[config.mk]
export PLATFORM = sky130hd
export DESIGN_NAME = trivium_stream
export DESIGN_NICKNAME = d
export VERILOG_FILES = /design/src/rtl/trivium_stream.sv
export SDC_FILE = /design/constraint.sdc
export NUM_CORES = 1
export LEC_CHECK = 0
export ABC_AREA = 1
export CAP_MARGIN = 20
export CORE_MARGIN = 2
export CORE_UTILIZATION = 56
export CTS_CLUSTER_DIAMETER = 80
export DETAILED_ROUTE_END_ITERATION = 6
export PLACE_DENSITY = 0.85
export SYNTH_ARGS = -nofsm -noshare
export SYNTH_HDL_FRONTEND = slang
export SYNTH_SLANG_ARGS = --single-unit
[constraint.sdc]
create_clock -name clk -period 1.8 [get_ports clk]
set_input_delay 0.36 -clock clk [delete_from_list [all_inputs] [get_ports clk]]
set_output_delay 0.36 -clock clk [all_outputs]
set_load 0.01 [all_outputs]
[src/rtl/trivium_stream.sv]
// trivium_stream -- Trivium keystream generator with runtime key/IV loading,
// W-bit-per-clock unrolled generation and a valid/ready output port.
//
// Parameters:
//   W             keystream bits per output word and state steps per clock
//                 (1, 2, 4, 8, 16, 32 or 64)
//   WARMUP_STEPS  initialisation steps discarded before output (multiple of W)
//
// Ports:
//   clk       system clock, all state changes on the rising edge
//   rst       synchronous reset, active-low
//   enable    global advance enable; when low everything holds (reset excepted)
//   load      single-cycle request: load key/iv and start initialisation
//   key       80-bit key,  key[79-i] = K(i+1)
//   iv        80-bit IV,   iv[79-i]  = IV(i+1)
//   busy      high while the warm-up (INIT) is in progress
//   ks_valid  ks_data holds an unconsumed keystream word
//   ks_ready  downstream accepts the word
//   ks_data   keystream word, bit W-1 is the earliest-generated bit
//
// Handshake: a word transfers on a rising edge where enable && ks_valid &&
// ks_ready (and no load). While ks_valid && !ks_ready the generator state and
// ks_data hold bit-exact, so no keystream bit is ever skipped or repeated.
// A load discards any word that has not been transferred.

module trivium_stream #(
  parameter int W            = 8,
  parameter int WARMUP_STEPS = 1152
) (
  input  logic          clk,
  input  logic          rst,
  input  logic          enable,
  input  logic          load,
  input  logic [79:0]   key,
  input  logic [79:0]   iv,
  output logic          busy,
  output logic          ks_valid,
  input  logic          ks_ready,
  output logic [W-1:0]  ks_data
);

  localparam int ADV = WARMUP_STEPS / W;   // warm-up advances (clocks)
  localparam int WCW = $clog2(ADV + 1);

  if (!(W == 1 || W == 2 || W == 4 || W == 8 || W == 16 || W == 32 || W == 64)) begin : g_bad_w
    $error("trivium_stream: W must be one of 1, 2, 4, 8, 16, 32, 64");
  end
  if ((WARMUP_STEPS % W) != 0) begin : g_bad_warmup
    $error("trivium_stream: WARMUP_STEPS must be divisible by W");
  end

  typedef enum logic [1:0] {
    IDLE = 2'd0,
    INIT = 2'd1,
    RUN  = 2'd2
  } state_t;

  state_t         state;
  logic [287:0]   s;        // s[i-1] holds Trivium bit s(i)
  logic [287:0]   s_step;   // state after W chained steps
  logic [287:0]   s_load;   // freshly loaded key/iv image
  logic [W-1:0]   z_step;   // keystream produced by those W steps
  logic [WCW-1:0] wcnt;

  // Load image: s1..s80 = K1..K80, s94..s173 = IV1..IV80, s286..s288 = 1.
  always_comb begin
    s_load = '0;
    for (int i = 0; i < 80; i++) begin
      s_load[i]      = key[79-i];
      s_load[93 + i] = iv[79-i];
    end
    s_load[287:285] = 3'b111;
  end

  // W unrolled Trivium steps; step j feeds z into ks_data bit W-1-j so the
  // earliest bit lands in the MSB.
  always_comb begin
    logic [287:0] cur;
    logic         t1, t2, t3;
    cur    = s;
    z_step = '0;
    for (int j = 0; j < W; j++) begin
      t1 = cur[65]  ^ cur[92];
      t2 = cur[161] ^ cur[176];
      t3 = cur[242] ^ cur[287];
      z_step[W-1-j] = t1 ^ t2 ^ t3;
      t1 = t1 ^ (cur[90]  & cur[91])  ^ cur[170];
      t2 = t2 ^ (cur[174] & cur[175]) ^ cur[263];
      t3 = t3 ^ (cur[285] & cur[286]) ^ cur[68];
      // Each register shifts towards higher index; feedback enters at s1, s94, s178.
      cur = {cur[286:177], t2, cur[175:93], t1, cur[91:0], t3};
    end
    s_step = cur;
  end

  always_ff @(posedge clk) begin
    if (!rst) begin
      state    <= IDLE;
      s        <= '0;
      wcnt     <= '0;
      ks_valid <= 1'b0;
      ks_data  <= '0;
    end else if (enable) begin
      if (load) begin
        state    <= INIT;
        s        <= s_load;
        wcnt     <= '0;
        ks_valid <= 1'b0;
        ks_data  <= '0;
      end else begin
        case (state)
          IDLE: ;
          INIT: begin
            s    <= s_step;
            wcnt <= wcnt + WCW'(1);
            if (wcnt == WCW'(ADV - 1)) state <= RUN;
          end
          RUN: begin
            // First edge in RUN fills the empty output; afterwards only a
            // transfer frees the register for the next word.
            if (!ks_valid || ks_ready) begin
              s        <= s_step;
              ks_data  <= z_step;
              ks_valid <= 1'b1;
            end
          end
          default: state <= IDLE;
        endcase
      end
    end
  end

  assign busy = (state == INIT);

endmodule

---- Word level (Yosys, flattened, before mapping) ----
Cells that the tools add are included.
storage, ports and cells
  flip-flop bits (word level) ............. 307
  word-level logic and storage cells ...... 150
cells by class
  add/subtract/negate cells ............... 1
  equal/unequal tests ..................... 6
  muxes and demuxes ....................... 14
  bitwise logic cells ..................... 112
  reductions and logical operators ........ 12
operators with widths
  kind                                                                      number
  288-bit 2-to-1 mux                                                        2
  288-bit one-hot mux with 2 select lines                                   1
  1-bit bitwise XOR                                                         88
  8-bit 2-to-1 mux                                                          5
  1-bit bitwise AND                                                         24
  3-bit AND reduction                                                       3
  8-bit by 1-bit adder with 8-bit output (second input constant)            1
  8-bit equality test (second input constant)                               1
  2-bit nonzero test                                                        3
  2-bit 2-to-1 mux                                                          2
  2-bit one-hot mux with 2 select lines                                     1
  1-bit 2-to-1 mux                                                          3
  3-bit by 2-bit inequality test with 1-bit output (second input constant)  1
  3-bit inequality test (second input constant)                             1
  3-bit nonzero test                                                        1
  2-bit by 1-bit equality test with 1-bit output (second input constant)    1
  2-bit equality test (second input constant)                               1
  2-bit zero test                                                           1
  2-bit by 1-bit inequality test with 1-bit output (second input constant)  1
  2-bit AND reduction                                                       1
  2-bit OR reduction                                                        1
  1-bit zero test                                                           1
  1-bit logical OR                                                          1

---- Depth between registers and ports, before layout ----
  depth in word-level cells ............... 6
  mapped depth ............................ 10

---- Worst setup path after synthesis ----
No wires, ideal clock.
  path type ............................... input port to flip-flop
  from .................................... input load
  to ...................................... register s[163]
  arrival time ............................ 1,515 ps
  required time ........................... 1,730 ps
  slack ................................... 215 ps
  cell stages on the path ................. 10
  path through ............................ buf_4 inv_2 o21ai_1 nand2_2 nand2_2 inv_2 buf_2 buf_2 o21ai_0 a21oi_1
between the ends
  word-level cells in the longest chain between the ends .. 2
  elaborated cells between the ends (all ways) .. 4
RTL lines
  item                                                                                 RTL line  RTL
  start, declared                                                                      33        input logic load,
  3-bit inequality test (no source line) / 3-bit nonzero test (equally long branches)  --
  3-bit AND reduction (no source line)                                                 --
  end signal, assigned                                                                 106       s <= s_load;
  end signal, assigned                                                                 114       s <= s_step;
  end signal, assigned                                                                 122       s <= s_step;
  end, declared                                                                        59        logic [287:0] s;
Parallel ways exist; a longest one is shown, timed or not.
A chain may end at the register's enable or synchronous reset.

---- Worst setup path in the final report ----
  from .................................... register state[1]
  to ...................................... register s[225]
between the ends
  word-level cells in the longest chain between the ends .. 3
  elaborated cells between the ends (all ways) .. 7
RTL lines
  item                                                                                          RTL line  RTL
  start, declared                                                                               58        state_t state;
  start signal, assigned                                                                        98        state <= IDLE;
  start signal, assigned                                                                        105       state <= INIT;
  start signal, assigned                                                                        116       if (wcnt == WCW'(ADV - 1)) state <= RUN;
  2-bit equality test / 2-bit by 1-bit equality test with 1-bit output (equally long branches)  111       case (state)
  3-bit inequality test (no source line) (tied with other cells)                                --
  3-bit AND reduction (no source line) / 288-bit 2-to-1 mux (equally long branches)             --
Parallel ways exist; a longest one is shown, timed or not.

==> results.md <==
* Synth top cells by count: 876 x nand2_1, 307 x dfxtp_1, 249 x nor2_1, 187 x a21oi_1, 176 x o21ai_0
* XOR/XNOR share of the synthesized area at 0.0208
* Main flop type after synthesis: dfxtp_1
* Transition time of the tightest slew-check pin at approximately 0.75 ns
* Non-filler cells, final at 2615
* Clock root buffer: clkbuf_16
* CTS tree: built
* DRC errors left at 7
* Post-DRT Antenna Nets at 0
* Layout cells sized above 1 at 0.0502
* Failing checks: DRC
* Setup_tns at 0 ns
* Max stage delay on crit path at 0.41 ns
* Crit path max fanout at 11
* Setup CP Type: reg2reg
* Syn nets at 2304
* Total gr overflow at 0
* Final Hold Viols at 0
* Run status: complete, but fails checks
* Final Cell Area at between 15000 and 20000 um2
* Final min period at 1.72 ns
* Simple-gate area share of the yosys netlist at 0.324
* P per Cell Area at approximately 940 nW/um2
* Full die area at ~26000 um2
* Count leader, synth: nand2_1
* Yosys top cell by area: dfxtp_1
* Largest net degree at the start of global routing at 85
* Post-synthesis mux area share at 0
* Logic pwr share at 0.127
* Row cnt at 57
* Clock skew at ~0.013 ns
* Longest Clk Path Bufs at 3
* Starting DRT DRC Count at ~1600
* Switching power at ~4000 uW
* Ratio of final minimum period to clock period at 0.957
* Vias at roughly 14000
* Die Y at 161 um
* Compound-Gate Fraction of Synth Area at 0.145
* Yosys warning total at 0
* Rel. slew slack at 0.496
* Starting Density at 0.571
* Worst setup EP type: flop
* Final hold slack at about 0.11 ns
* Reg clk slew, reported paths at 0.06 ns
* Post-synthesis sequential area ratio at 0.443
* DP HPWL at ~27 mm
* Sw Ratio at 0.248
* Core area at 24300 um2
* Placed cell count at ~2600
* Synthesized instance count at ~2100
* Placed Area at approximately 16000 um2
* Final Setup Violations at 0
* H-Tree Level Count at 1
* Ys async rst share at 0
* Worst path required time at roughly 2.3 ns
* Per-cell routed wire length at ~15 um
* ANT cells at 0
* Crit-path slowest cell: dfxtp_1
* Vias/cell at about 5.5
* Num ports at between 150 and 200
* Top post-synthesis cells by area: dfxtp_1 44%, nand2_1 24%, a21oi_1 6.7%
* CP arrival at roughly 2.2 ns
* Antenna violations before repair at 0
* Clk pwr share at 0.424
* Routability congestion estimate at 0.934
* Max-slew violation count at 0
* Final WL at a little over 40 mm
* DP Worst Slack at -0.319 ns
* Lkg Pwr at 0.00743 uW
* P_int at 12200 uW
* # Max-Cap Violations at 0
* Crit path buf inv count at 4
* Skew-Pair Late Insertion Delay at between 0.5 and 0.6 ns
* TritonCTS Buffers at 31
* Largest family of logic cells by synthesized area: simple AND/OR/NAND/NOR gates
* Number of flops mapped to enable cells by yosys at 0
* First-pass GRT wire length at about 65 mm
* Startpoint types: flop
* Post-Synthesis Cell Area at about 14000 um2
* Area Growth Syn to Fin at 24.0%
* Sequential share of power at 0.450
* Hold Crit Class: in2reg
* Synth top area share at 0.443
* Fmax at 0.580 GHz
* Setup bufs post-CTS at 0
* Number of I/O port buffers at between 150 and 200
* Top delay family on crit path: buffers and inverters
* Flop2flop setup slack at 0.08 ns
* Initial DRT Pass Iterations at 7
* RSZ-0062 raised after global routing: false
* Cell Chain, Critical Path: inv_2, nor2_1, nand3_2, buf_4, a21oi_4, buf_12, buf_4, nand2_1, a21oi_1
* Clock sink total at around 300
* Peak supply drop at approximately 0.83 mV
* Vias in the first global route at 13332
* Final #Nets at about 2400
* Post-synthesis adder-cell area fraction at 0.000902
* GRT Resource Usage Total at 0.301
* Setup WS post-layout at about 0.077 ns
* Syn avg cell area at approximately 6.5 um2
* CP dominant cell by count: buf_4
* Die W at 161 um
* Yosys reg bits at 307
* Synth cell types at 23
## area by class of cell
| type | count | area, um2 |
|---|---|---|
| timing repair buffer | 233 | 2400 |
| inverter | 91 | 354 |
| sequential | 307 | 6150 |
| clock inverter | 10 | 200 |
| clock buffer | 47 | 886 |
| multi-input combinational | 1603 | 6810 |
| tap | 324 | 405 |
| fill | 1943 | 7120 |
## power by group through the flow
stage | Clock (uW) | Sequential, uW | Combinational [uW]
global placement | 0 | 7400 | 1950
global route | 7190 | 7300 | 2250
finish | 6860 | 7280 | 2050
detailed placement | 0 | 7410 | 1990
CTS | 6920 | 7270 | 2020
floorplan | 0 | 7350 | 1170
## layout by cell type, fill, tap and decap left out, drive strengths merged
cell type / netlist / final
xnor2: 7 / 7
nand3: 45 / 45
buf: 45 / 61
xor2: 26 / 26
dlygate4sd2: 0 / 9
a22oi: 16 / 16
nor3: 3 / 3
clkdlybuf4s50: 0 / 162
bufinv: 0 / 6
ha: 1 / 1
nand4: 2 / 2
clkbuf: 92 / 47
o21ai: 187 / 187
clkdlybuf4s15: 0 / 1
a21oi: 188 / 188
clkinv: 1 / 4
inv: 90 / 91
and3: 1 / 1
nand2: 878 / 878
nor2: 249 / 249
dfxtp: 307 / 307
## flip-flops by register name, summed over array words and instances, names as in the netlist
register,count
state,2
wcnt,8
ks_data,8
ks_valid,1
s,288
## per-stage QoR
stage,power [uW],util
after detailed placement,9400,0.663
after floorplan,8510,-
after global routing,16700,0.707
after global placement,9350,0.663
after CTS,16200,0.707
final,16200,0.707
## worst reg2reg max path, cell delays in order (launching register included)
cell	delay, ns
dfxtp_1	0.41
inv_2	0.04
nor2_1	0.12
nand3_2	0.14
buf_4	0.19
a21oi_4	0.18
buf_12	0.16
buf_4	0.17
nand2_1	0.08
a21oi_1	0.15
## repair_timing
item                       CTS  global route
resized for setup           10             2
setup endpoints to repair   10            14
hold buffers                 0             0
## cell families after synthesis
| family | Yosys count |
|---|---|
| adders and majority gates | 1 |
| AOI/OAI and AO/OA | 391 |
| and+or+nand+nor | 1178 |
| buffers and inverters | 228 |
| xor gates and xnor gates | 33 |
| DFF | 307 |
## per-layer routing
metal	global-route usage	share of wire	up-vias
met5	0	0	-
met4	0.145	0.049	0
met3	0.0475	0.081	138
met2	0.496	0.46	673
met1	0.387	0.41	6533
li1	-	-	6970
## worst paths after layout
kind                                             from                    end  cells after the start
worst max register to register  state[1]$_SDFFE_PN0P_    s[225]$_SDFFE_PN0P_                      9
worst min register to register    s[188]$_SDFFE_PN0P_    s[196]$_SDFFE_PN0P_                      2
worst max-delay path            state[1]$_SDFFE_PN0P_    s[225]$_SDFFE_PN0P_                      9
worst min-delay path                             load  state[0]$_SDFFE_PN0P_                      3
No activity file was read; power rests on OpenSTA's default activity.
